**config.mk**
```make
export PLATFORM = sky130hd
export DESIGN_NAME = msx_io_initiator
export DESIGN_NICKNAME = d
export VERILOG_FILES = /design/src/rtl/msx_io_initiator_pkg.sv /design/src/rtl/msx_tstate_tick.sv /design/src/rtl/msx_io_initiator.sv
export SDC_FILE = /design/constraint.sdc
export NUM_CORES = 1
export LEC_CHECK = 0
export CORE_MARGIN = 4
export CORE_UTILIZATION = 48
export CTS_BUF_LIST = sky130_fd_sc_hd__clkbuf_8 sky130_fd_sc_hd__clkbuf_16
export DETAILED_ROUTE_END_ITERATION = 16
export PLACE_DENSITY = 0.87
export REMOVE_ABC_BUFFERS = 1
export SLEW_MARGIN = 20
export SYNTH_ARGS = -nofsm -noshare
export SYNTH_HDL_FRONTEND = slang
export SYNTH_SLANG_ARGS = --single-unit
```
**constraint.sdc**
```tcl
create_clock -name CLK -period 6.2 [get_ports CLK]
set_clock_uncertainty 0.05 [all_clocks]
set_input_delay 0.93 -clock CLK [delete_from_list [all_inputs] [get_ports CLK]]
set_output_delay 0.93 -clock CLK [all_outputs]
set_load 0.02 [all_outputs]
```
**src/rtl/msx_io_initiator_pkg.sv**
```systemverilog
// rtl/msx_io_initiator_pkg.sv - shared states and constants for the MSX I/O initiator
package msx_io_initiator_pkg;

  typedef enum logic [2:0] {
    S_IDLE,
    S_T1,
    S_T2,
    S_TW,
    S_T3,
    S_DONE
  } io_state_e;

  localparam logic [7:0]  OPEN_BUS_DATA     = 8'hFF;
  localparam int unsigned DEFAULT_CLK_DIV   = 6;
  localparam int unsigned DEFAULT_TIMEOUT_T = 1024;

  // IORQ_n and RD_n/WR_n are held low for the whole T2..T3 span
  function automatic logic strobe_state(input io_state_e s);
    return (s == S_T2) || (s == S_TW) || (s == S_T3);
  endfunction

endpackage

```
**src/rtl/msx_tstate_tick.sv**
```systemverilog
// rtl/msx_tstate_tick.sv - T-state length counter, pulses last on the final clock of each T-state
module msx_tstate_tick #(
  parameter int unsigned CLK_DIV = 6
) (
  input  logic CLK,
  input  logic RESET,
  input  logic restart,
  output logic last
);

  localparam logic [7:0] RELOAD = 8'(CLK_DIV - 1);

  logic [7:0] count;

  // Wrapping on zero lets back-to-back TW states run without an explicit restart
  always_ff @(posedge CLK or posedge RESET) begin
    if (RESET) begin
      count <= RELOAD;
    end else if (restart || (count == 8'd0)) begin
      count <= RELOAD;
    end else begin
      count <= count - 8'd1;
    end
  end

  assign last = (count == 8'd0);

endmodule

```
**src/rtl/msx_io_initiator.sv**
```systemverilog
// rtl/msx_io_initiator.sv - MSX bus I/O read/write cycle initiator (T1/T2/TW/T3 sequencer)
// Optional TW timeout abort is enabled by defining MSX_IO_INITIATOR_TIMEOUT_EN.
module msx_io_initiator
  import msx_io_initiator_pkg::*;
#(
  parameter int unsigned CLK_DIV   = DEFAULT_CLK_DIV,
  parameter int unsigned TIMEOUT_T = DEFAULT_TIMEOUT_T
) (
  input  logic        CLK,
  input  logic        RESET,
  input  logic        REQ,
  input  logic        REQ_WR,
  input  logic [7:0]  REQ_ADDR,
  input  logic [7:0]  REQ_WDATA,
  output logic        READY,
  output logic        DONE,
  output logic [7:0]  RDATA,
  output logic        ERR,
  output logic [15:0] BUS_ADDR,
  output logic        BUS_IORQ_n,
  output logic        BUS_RD_n,
  output logic        BUS_WR_n,
  output logic [7:0]  BUS_DOUT,
  input  logic [7:0]  BUS_DIN,
  input  logic        BUS_BUSDIR_n,
  input  logic        BUS_WAIT_n,
  input  logic        BUS_INT_n,
  output logic        INT
);

  io_state_e   state_q, state_d;
  logic        tick_last;
  logic        accept;
  logic        wait_ok;
  logic        abort;
  logic        tw_expired;
  logic        wr_q;
  logic        err_q;
  logic [7:0]  rdata_q;
  logic [7:0]  dout_q;
  logic [15:0] addr_q;
  logic        iorq_n_q, rd_n_q, wr_n_q;
  logic [1:0]  wait_sync;
  logic [1:0]  int_sync;

  assign READY      = (state_q == S_IDLE);
  assign DONE       = (state_q == S_DONE);
  assign accept     = REQ && READY;
  assign RDATA      = rdata_q;
  assign ERR        = err_q;
  assign BUS_ADDR   = addr_q;
  assign BUS_DOUT   = dout_q;
  assign BUS_IORQ_n = iorq_n_q;
  assign BUS_RD_n   = rd_n_q;
  assign BUS_WR_n   = wr_n_q;
  assign wait_ok    = wait_sync[1];
  assign INT        = !int_sync[1];

  msx_tstate_tick #(
    .CLK_DIV (CLK_DIV)
  ) u_tick (
    .CLK     (CLK),
    .RESET   (RESET),
    .restart (state_d != state_q),
    .last    (tick_last)
  );

  always_ff @(posedge CLK or posedge RESET) begin
    if (RESET) begin
      wait_sync <= 2'b11;
      int_sync  <= 2'b11;
    end else begin
      wait_sync <= {wait_sync[0], BUS_WAIT_n};
      int_sync  <= {int_sync[0], BUS_INT_n};
    end
  end

`ifdef MSX_IO_INITIATOR_TIMEOUT_EN
  logic [15:0] tw_count;

  // tw_count holds the number of TW states already completed in this cycle
  assign tw_expired = (tw_count == 16'(TIMEOUT_T - 1));

  always_ff @(posedge CLK or posedge RESET) begin
    if (RESET) begin
      tw_count <= 16'd0;
    end else if (accept) begin
      tw_count <= 16'd0;
    end else if ((state_q == S_TW) && tick_last) begin
      tw_count <= tw_count + 16'd1;
    end
  end
`else
  logic unused_timeout;

  assign tw_expired     = 1'b0;
  assign unused_timeout = (TIMEOUT_T != 0);
`endif

  always_comb begin
    state_d = state_q;
    abort   = 1'b0;
    case (state_q)
      S_IDLE: if (accept) state_d = S_T1;
      S_T1:   if (tick_last) state_d = S_T2;
      S_T2:   if (tick_last) state_d = S_TW;
      S_TW: begin
        if (tick_last) begin
          if (wait_ok) begin
            state_d = S_T3;
          end else if (tw_expired) begin
            state_d = S_T3;
            abort   = 1'b1;
          end
        end
      end
      S_T3:   if (tick_last) state_d = S_DONE;
      S_DONE: state_d = S_IDLE;
      default: state_d = S_IDLE;
    endcase
  end

  always_ff @(posedge CLK or posedge RESET) begin
    if (RESET) begin
      state_q  <= S_IDLE;
      addr_q   <= 16'h0000;
      dout_q   <= 8'h00;
      wr_q     <= 1'b0;
      err_q    <= 1'b0;
      rdata_q  <= OPEN_BUS_DATA;
      iorq_n_q <= 1'b1;
      rd_n_q   <= 1'b1;
      wr_n_q   <= 1'b1;
    end else begin
      state_q  <= state_d;
      // Strobes follow the next state so they change on the T2 entry and T3 exit edges
      iorq_n_q <= !strobe_state(state_d);
      rd_n_q   <= !(strobe_state(state_d) && !wr_q);
      wr_n_q   <= !(strobe_state(state_d) && wr_q);
      if (accept) begin
        addr_q <= {8'h00, REQ_ADDR};
        dout_q <= REQ_WR ? REQ_WDATA : 8'h00;
        wr_q   <= REQ_WR;
        err_q  <= 1'b0;
      end
      if (abort) begin
        err_q <= 1'b1;
      end
      if ((state_q == S_T3) && tick_last) begin
        rdata_q <= (!wr_q && !err_q && !BUS_BUSDIR_n) ? BUS_DIN : OPEN_BUS_DATA;
      end
    end
  end

endmodule

```
==> results.sh, run 1 <==
export IMPL_tns_ps=0
export IMPL_grt_pass1_wl_mm=6.60
export IMPL_final_cells=278
export IMPL_placed_area_sq_um=2550
export IMPL_synth_top_cell_area_share_pct=33.3
export IMPL_power_density_nw_per_um2=426
export IMPL_dp_worst_setup_slack_ps=3220
export IMPL_r2r_setup_slack_ps=3950
export IMPL_fp_dieW_um=71.8
export IMPL_crit_path_end_kind="register"
export IMPL_period_needed_ps=2680
export IMPL_vias=1420
export IMPL_yosysUniqueCellTypes=41
export IMPL_wire_per_inst_um=14.4
export IMPL_grt_max_degree=44
export IMPL_htreeDepth=2
export IMPL_r2r_start="u_tick.count[1]"
export IMPL_antenna_cells=0
export IMPL_hold_viol=0
export IMPL_grt_total_usage_pct=16.4
export IMPL_cp_required_ps=6360
export IMPL_avgSynthCellArea_sq_um=11.6
export IMPL_critPathMaxFanout=28
export IMPL_seqCellArea_sq_um=1100
export IMPL_finish_utilization_pct=69.4
export IMPL_drt_pre_antenna_iters=4
export IMPL_syn2layout_area_growth_pct=34.7
export IMPL_cts_buffers=5
export IMPL_ys_seq_elements=43
export IMPL_startpoint_type="input pin"
export IMPL_coreArea_sq_um=3800
export IMPL_synth_area_leaders="dfrtp_1, dfstp_2, mux2_4"
export IMPL_max_freq_ghz=0.373
export IMPL_slew_violations=0
export IMPL_synthesis_area_sq_um=1960
export IMPL_r2r_cells=5
export IMPL_synth_warnings=0
export IMPL_cap_violations=0
export IMPL_grt_ovfl_total=0
export IMPL_layout_drive_gt1_share_pct=20.4
export IMPL_postRouteAntennaNets=0
export IMPL_synthArstFlopShare_pct=100
export IMPL_drt_iter0_markers=69
export IMPL_p_leak_nw=1.12
export IMPL_max_slew_margin_rel_pct=42.1
export IMPL_power_mw=1.12
export IMPL_multi_input_area_sq_um=758
export IMPL_port_buffers=60
export IMPL_synth_seq_area_share_pct=56.1
export IMPL_rsz0062_at_grt="false"
export IMPL_cts_repair_resized=0
export IMPL_fp_dieH_um=71.8
export IMPL_design_area_sq_um=2640
export IMPL_synth_top_cell_by_area="dfrtp_1"
export IMPL_worstMarginPinSlew_ps=868
export IMPL_finalNetCount=262
export IMPL_r2r_end="RDATA[0]"
export IMPL_vdd_drop_max_mv=0.270
export IMPL_cts_buffer_depth=2
export IMPL_nFillCells=288
export IMPL_antenna_found_initial=0
export IMPL_num_rows=22
export IMPL_status="complete, no violations"
export IMPL_min_path_type="reg -> reg"
export IMPL_initial_utilization_pct=51.5
export IMPL_cts_root_buf="clkbuf_8"
export IMPL_clk_pin_slew_ps=80
export IMPL_grt_pass1_vias=1463
export IMPL_synth_edf_count=0
export IMPL_min_delay_start="int_sync[0]"
export IMPL_placedCellCount=270
export IMPL_cts_num_sinks=43
export IMPL_netlist_instances=169
export IMPL_vias_per_cell=5.11
export IMPL_worstSetupPathType="in -> reg"
export IMPL_holdPathEnd="int_sync[1]"
export IMPL_drc=0
export IMPL_die_area_sq_um=5160
export IMPL_dpl_hpwl_mm=2.96
export IMPL_synth_ff_type="dfrtp_1"
export IMPL_synth_most_common_cell="dfrtp_1"
export IMPL_post_cts_setup_buffer_count=0
export IMPL_cts_tree="built"
export IMPL_synth_commonest_cells="dfrtp_1, nand2_1, dfstp_2"
export IMPL_min_path_cells=0
export IMPL_top_level_ports=70
export IMPL_setup_viol=0
export IMPL_hold_buffers=0
export IMPL_timing_hold_ws_ps=311
export IMPL_worstPathArrival_ps=2840
export IMPL_period_share_pct=43.2
export IMPL_layout_setup_ws_ps=3520
export IMPL_drt_wl_total_mm=4.00
export IMPL_place_gp_congestion=0.739
export IMPL_insertion_delay_ps=290
## how the worst max path moves through the flow
stage	slack [ps]	from	cells past startpoint	endpoint
finish	3520	REQ	4	u_tick.count[0]
global route	3310	REQ	4	u_tick.count[0]
CTS	3520	REQ	4	u_tick.count[0]
detailed placement	3220	REQ	4	u_tick.count[0]
global placement	3230	REQ	4	u_tick.count[0]
floorplan	3940	REQ	3	u_tick.count[0]
## report_power, final
group | internal [mW] | switching [mW] | total (mW)
Sequential | 0.394 | 0.0847 | 0.479
Combinational | 0.243 | 0.235 | 0.477
Clock | 0.0770 | 0.0891 | 0.166
## cell type report
class / instances / area share (%)
flip-flops and latches: 43 / 41.6
well taps: 48 / 2.28
inverters: 7 / 0.997
clock buffers: 5 / 2.61
repair buffers: 61 / 23.1
clock inverters: 3 / 0.617
multi-input cells: 111 / 28.8
## worst max-delay path, stage by stage
cell and delay, ps:
clkdlybuf4s50_1 390, or4b_1 730, o211ai_1 390, or2_2 390
## flip-flops by register name, indices dropped and copies added, names as in the netlist
register and flops:
BUS_ADDR 8, BUS_DOUT 8, RDATA 8, u_tick.count 8, state_q 3, int_sync 2, wait_sync 2, BUS_IORQ_n 1
BUS_RD_n 1, BUS_WR_n 1, wr_q 1
## cells by family (layout without fill, tap and decap cells)
kind of cell,count (synthesis),after routing,synth area share [%]
AO/OA/AOI/OAI,25,25,7.74
XOR/XNOR,2,2,0.896
adder cells (fa/ha/maj),2,2,1.28
buffers and inverters,23,76,6.65
flip-flops,43,43,56.1
multiplexers,17,17,11.3
other,1,9,0.192
AND/OR/NAND/NOR,56,56,15.8
## cell usage in the layout, fill, tap and decap left out, drive strengths merged, types with 2 or more instances in the layout
cell type / Yosys / layout
inv: 7 / 8
xnor2: 2 / 2
a21oi: 4 / 4
or4: 4 / 4
nor2: 5 / 5
or3: 11 / 11
clkbuf: 3 / 5
nor3: 2 / 2
mux2: 17 / 17
dfrtp: 26 / 26
nor3b: 2 / 2
clkdlybuf4s50: 0 / 60
o21ai: 13 / 13
nand2: 20 / 20
ha: 2 / 2
nand4: 2 / 2
dfstp: 17 / 17
conb: 1 / 9
o32a: 2 / 2
or3b: 2 / 2
o31ai: 2 / 2
## routing by layer
metal / up-vias / track usage, % / routed length, um
li1: 687 / - / -
met1: 672 / 18.7 / 1590
met2: 54 / 28.2 / 1960
met3: 7 / 6.87 / 407
met4: 0 / 4.38 / 48
met5: - / 0 / 0
Note: power is estimated with default switching activity, not from simulation.
==> run 2, diff against run 1 <==
Settings changed: CORE_UTILIZATION 48 to 44, PLACE_DENSITY 0.87 to 0.81.
Clock period 6.2 ns to 2.5 ns, I/O delays scaled along.
==> run 2 against run 1 <==
  * Count of clock-buffer cells in the layout stayed put
  * Sequential power grew 140%
  * Hold slack worse by 3.2 ps
  * Wire length down 0.20%
  * Flip-flop and latch count unchanged
  * Combinational power up 150%
  * Global-route usage down 1.6 points
==> results.sh, run 2 (same netlist as run 1, synthesis figures left out) <==
export IMPL_switching_share_pct=33.8
export IMPL_postRouteAntennaNets=0
export IMPL_grt_ovfl_total=0
export IMPL_worstPathArrival_ps=2380
export IMPL_hold_viol=0
export IMPL_drt_pre_antenna_iters=4
export IMPL_cts_repair_resized=0
export IMPL_finish_utilization_pct=65.0
export IMPL_vdd_drop_max_mv=0.577
export IMPL_port_buffers=60
export IMPL_grt_max_degree=44
export IMPL_hold_buffers=0
export IMPL_num_rows=23
export IMPL_cp_required_ps=2680
export IMPL_antenna_found_initial=0
export IMPL_drt_wl_total_mm=4.00
export IMPL_power_density_nw_per_um2=1110
export IMPL_max_freq_ghz=0.454
export IMPL_min_path_type="reg -> reg"
export IMPL_setup_viol=0
export IMPL_seqCellArea_sq_um=1100
export IMPL_clk_pin_slew_ps=80
export IMPL_internal_power_mw=1.98
export IMPL_vias_per_cell=5.01
export IMPL_p_leak_nw=1.15
export IMPL_cts_root_buf="clkbuf_8"
export IMPL_post_cts_setup_buffer_count=0
export IMPL_insertion_delay_ps=290
export IMPL_rsz0062_at_grt="false"
export IMPL_worstSetupPathType="reg -> reg"
export IMPL_cts_num_sinks=43
export IMPL_critPathMaxFanout=9
export IMPL_drc=0
export IMPL_htreeDepth=2
export IMPL_cap_violations=0
export IMPL_dpl_hpwl_mm=2.94
export IMPL_status="complete, no violations"
export IMPL_startpoint_type="register"
export IMPL_wire_per_inst_um=14.2
export IMPL_pwr_share_seq_pct=39.3
export IMPL_worstMarginPinSlew_ps=536
export IMPL_clock_power_share_pct=20.9
export IMPL_combPwrFrac_pct=39.8
export IMPL_power_switching_mw=1.01
export IMPL_cts_buffers=5
export IMPL_coreArea_sq_um=4140
export IMPL_layout_drive_gt1_share_pct=20.8
export IMPL_antenna_cells=0
export IMPL_final_cell_mix="clkdlybuf4s50_1, dfrtp_1, nand2_1"
export IMPL_initial_utilization_pct=47.2
export IMPL_finalNetCount=263
export IMPL_syn2layout_area_growth_pct=37.7
export IMPL_multi_input_area_sq_um=758
export IMPL_layout_setup_ws_ps=296
export IMPL_max_slew_margin_rel_pct=64.2
export IMPL_vias=1408
export IMPL_top_level_ports=70
export IMPL_period_needed_ps=2200
export IMPL_grt_total_usage_pct=14.8
export IMPL_drt_iter0_markers=83
export IMPL_crit_path_end_kind="register"
export IMPL_dp_worst_setup_slack_ps=302
export IMPL_period_share_pct=88.2
export IMPL_fp_dieH_um=74.7
export IMPL_tns_ps=0
export IMPL_die_area_sq_um=5570
export IMPL_slew_violations=0
export IMPL_fp_dieW_um=74.7
export IMPL_grt_pass1_vias=1397
export IMPL_nFillCells=335
export IMPL_grt_pass1_wl_mm=6.26
export IMPL_place_gp_congestion=0.779
export IMPL_final_common_cell="clkdlybuf4s50_1"
export IMPL_cts_tree="built"
export IMPL_cts_buffer_depth=2
-- run 2: routing by layer --
layer | track usage [%] | vias to the layer above | wire, um
li1 | - | 691 | -
met1 | 18.5 | 657 | 1640
met2 | 23.9 | 56 | 1940
met3 | 5.34 | 4 | 389
met4 | 5.14 | 0 | 27
met5 | 0 | - | 0
-- run 2: final timing paths --
| kind | cells past startpoint | to | slack, ps | startpoint |
|---|---|---|---|---|
| setup / recovery | 5 | RDATA[6] | 300 | u_tick.count[1] |
| hold / removal | 0 | wait_sync[1] | 310 | wait_sync[0] |
| setup reg to reg | 5 | RDATA[6] | 300 | u_tick.count[1] |
| hold reg to reg | 0 | wait_sync[1] | 310 | wait_sync[0] |
| max in group asynchronous | 3 | u_tick.count[0] | 1550 | RESET |
| min in group asynchronous | 3 | BUS_DOUT[5] | 470 | RESET |
-- run 2: power by group through the flow --
stage               logic (mW)  registers (mW)  clock network (mW)
floorplan                0.486            1.36                   0
global placement          1.18            1.17                   0
detailed placement        1.20            1.19                   0
CTS                       1.21            1.18               0.639
global route              1.30            1.22               0.676
finish                    1.19            1.17               0.625
-- run 2: layout make-up --
type,count,share of cell area [%]
Multi-Input combinational cell,111,28.2
Clock inverter,3,2.37
Sequential cell,43,40.8
Tap cell,50,2.32
Inverter,7,0.976
Timing Repair Buffer,62,22.9
Clock buffer,5,2.56
-- run 2: stage by stage --
stage | hold WS (ps) | cell area (sq um) | cells | power (mW)
after floorplan | 295 | 1880 | 161 | 1.85
after global routing | 315 | 2690 | 281 | 3.19
final | 307 | 2690 | 281 | 2.99
after CTS | 308 | 2690 | 281 | 3.02
after detailed placement | 297 | 2560 | 273 | 2.39
after global placement | 296 | 2560 | 273 | 2.35
-- run 2: worst max-delay path, cell delays in order, from the launching register on --
cell	delay, ps
dfrtp_1	420
inv_1	90
ha_1	150
or3b_2	490
or3_1	560
mux2_4	380
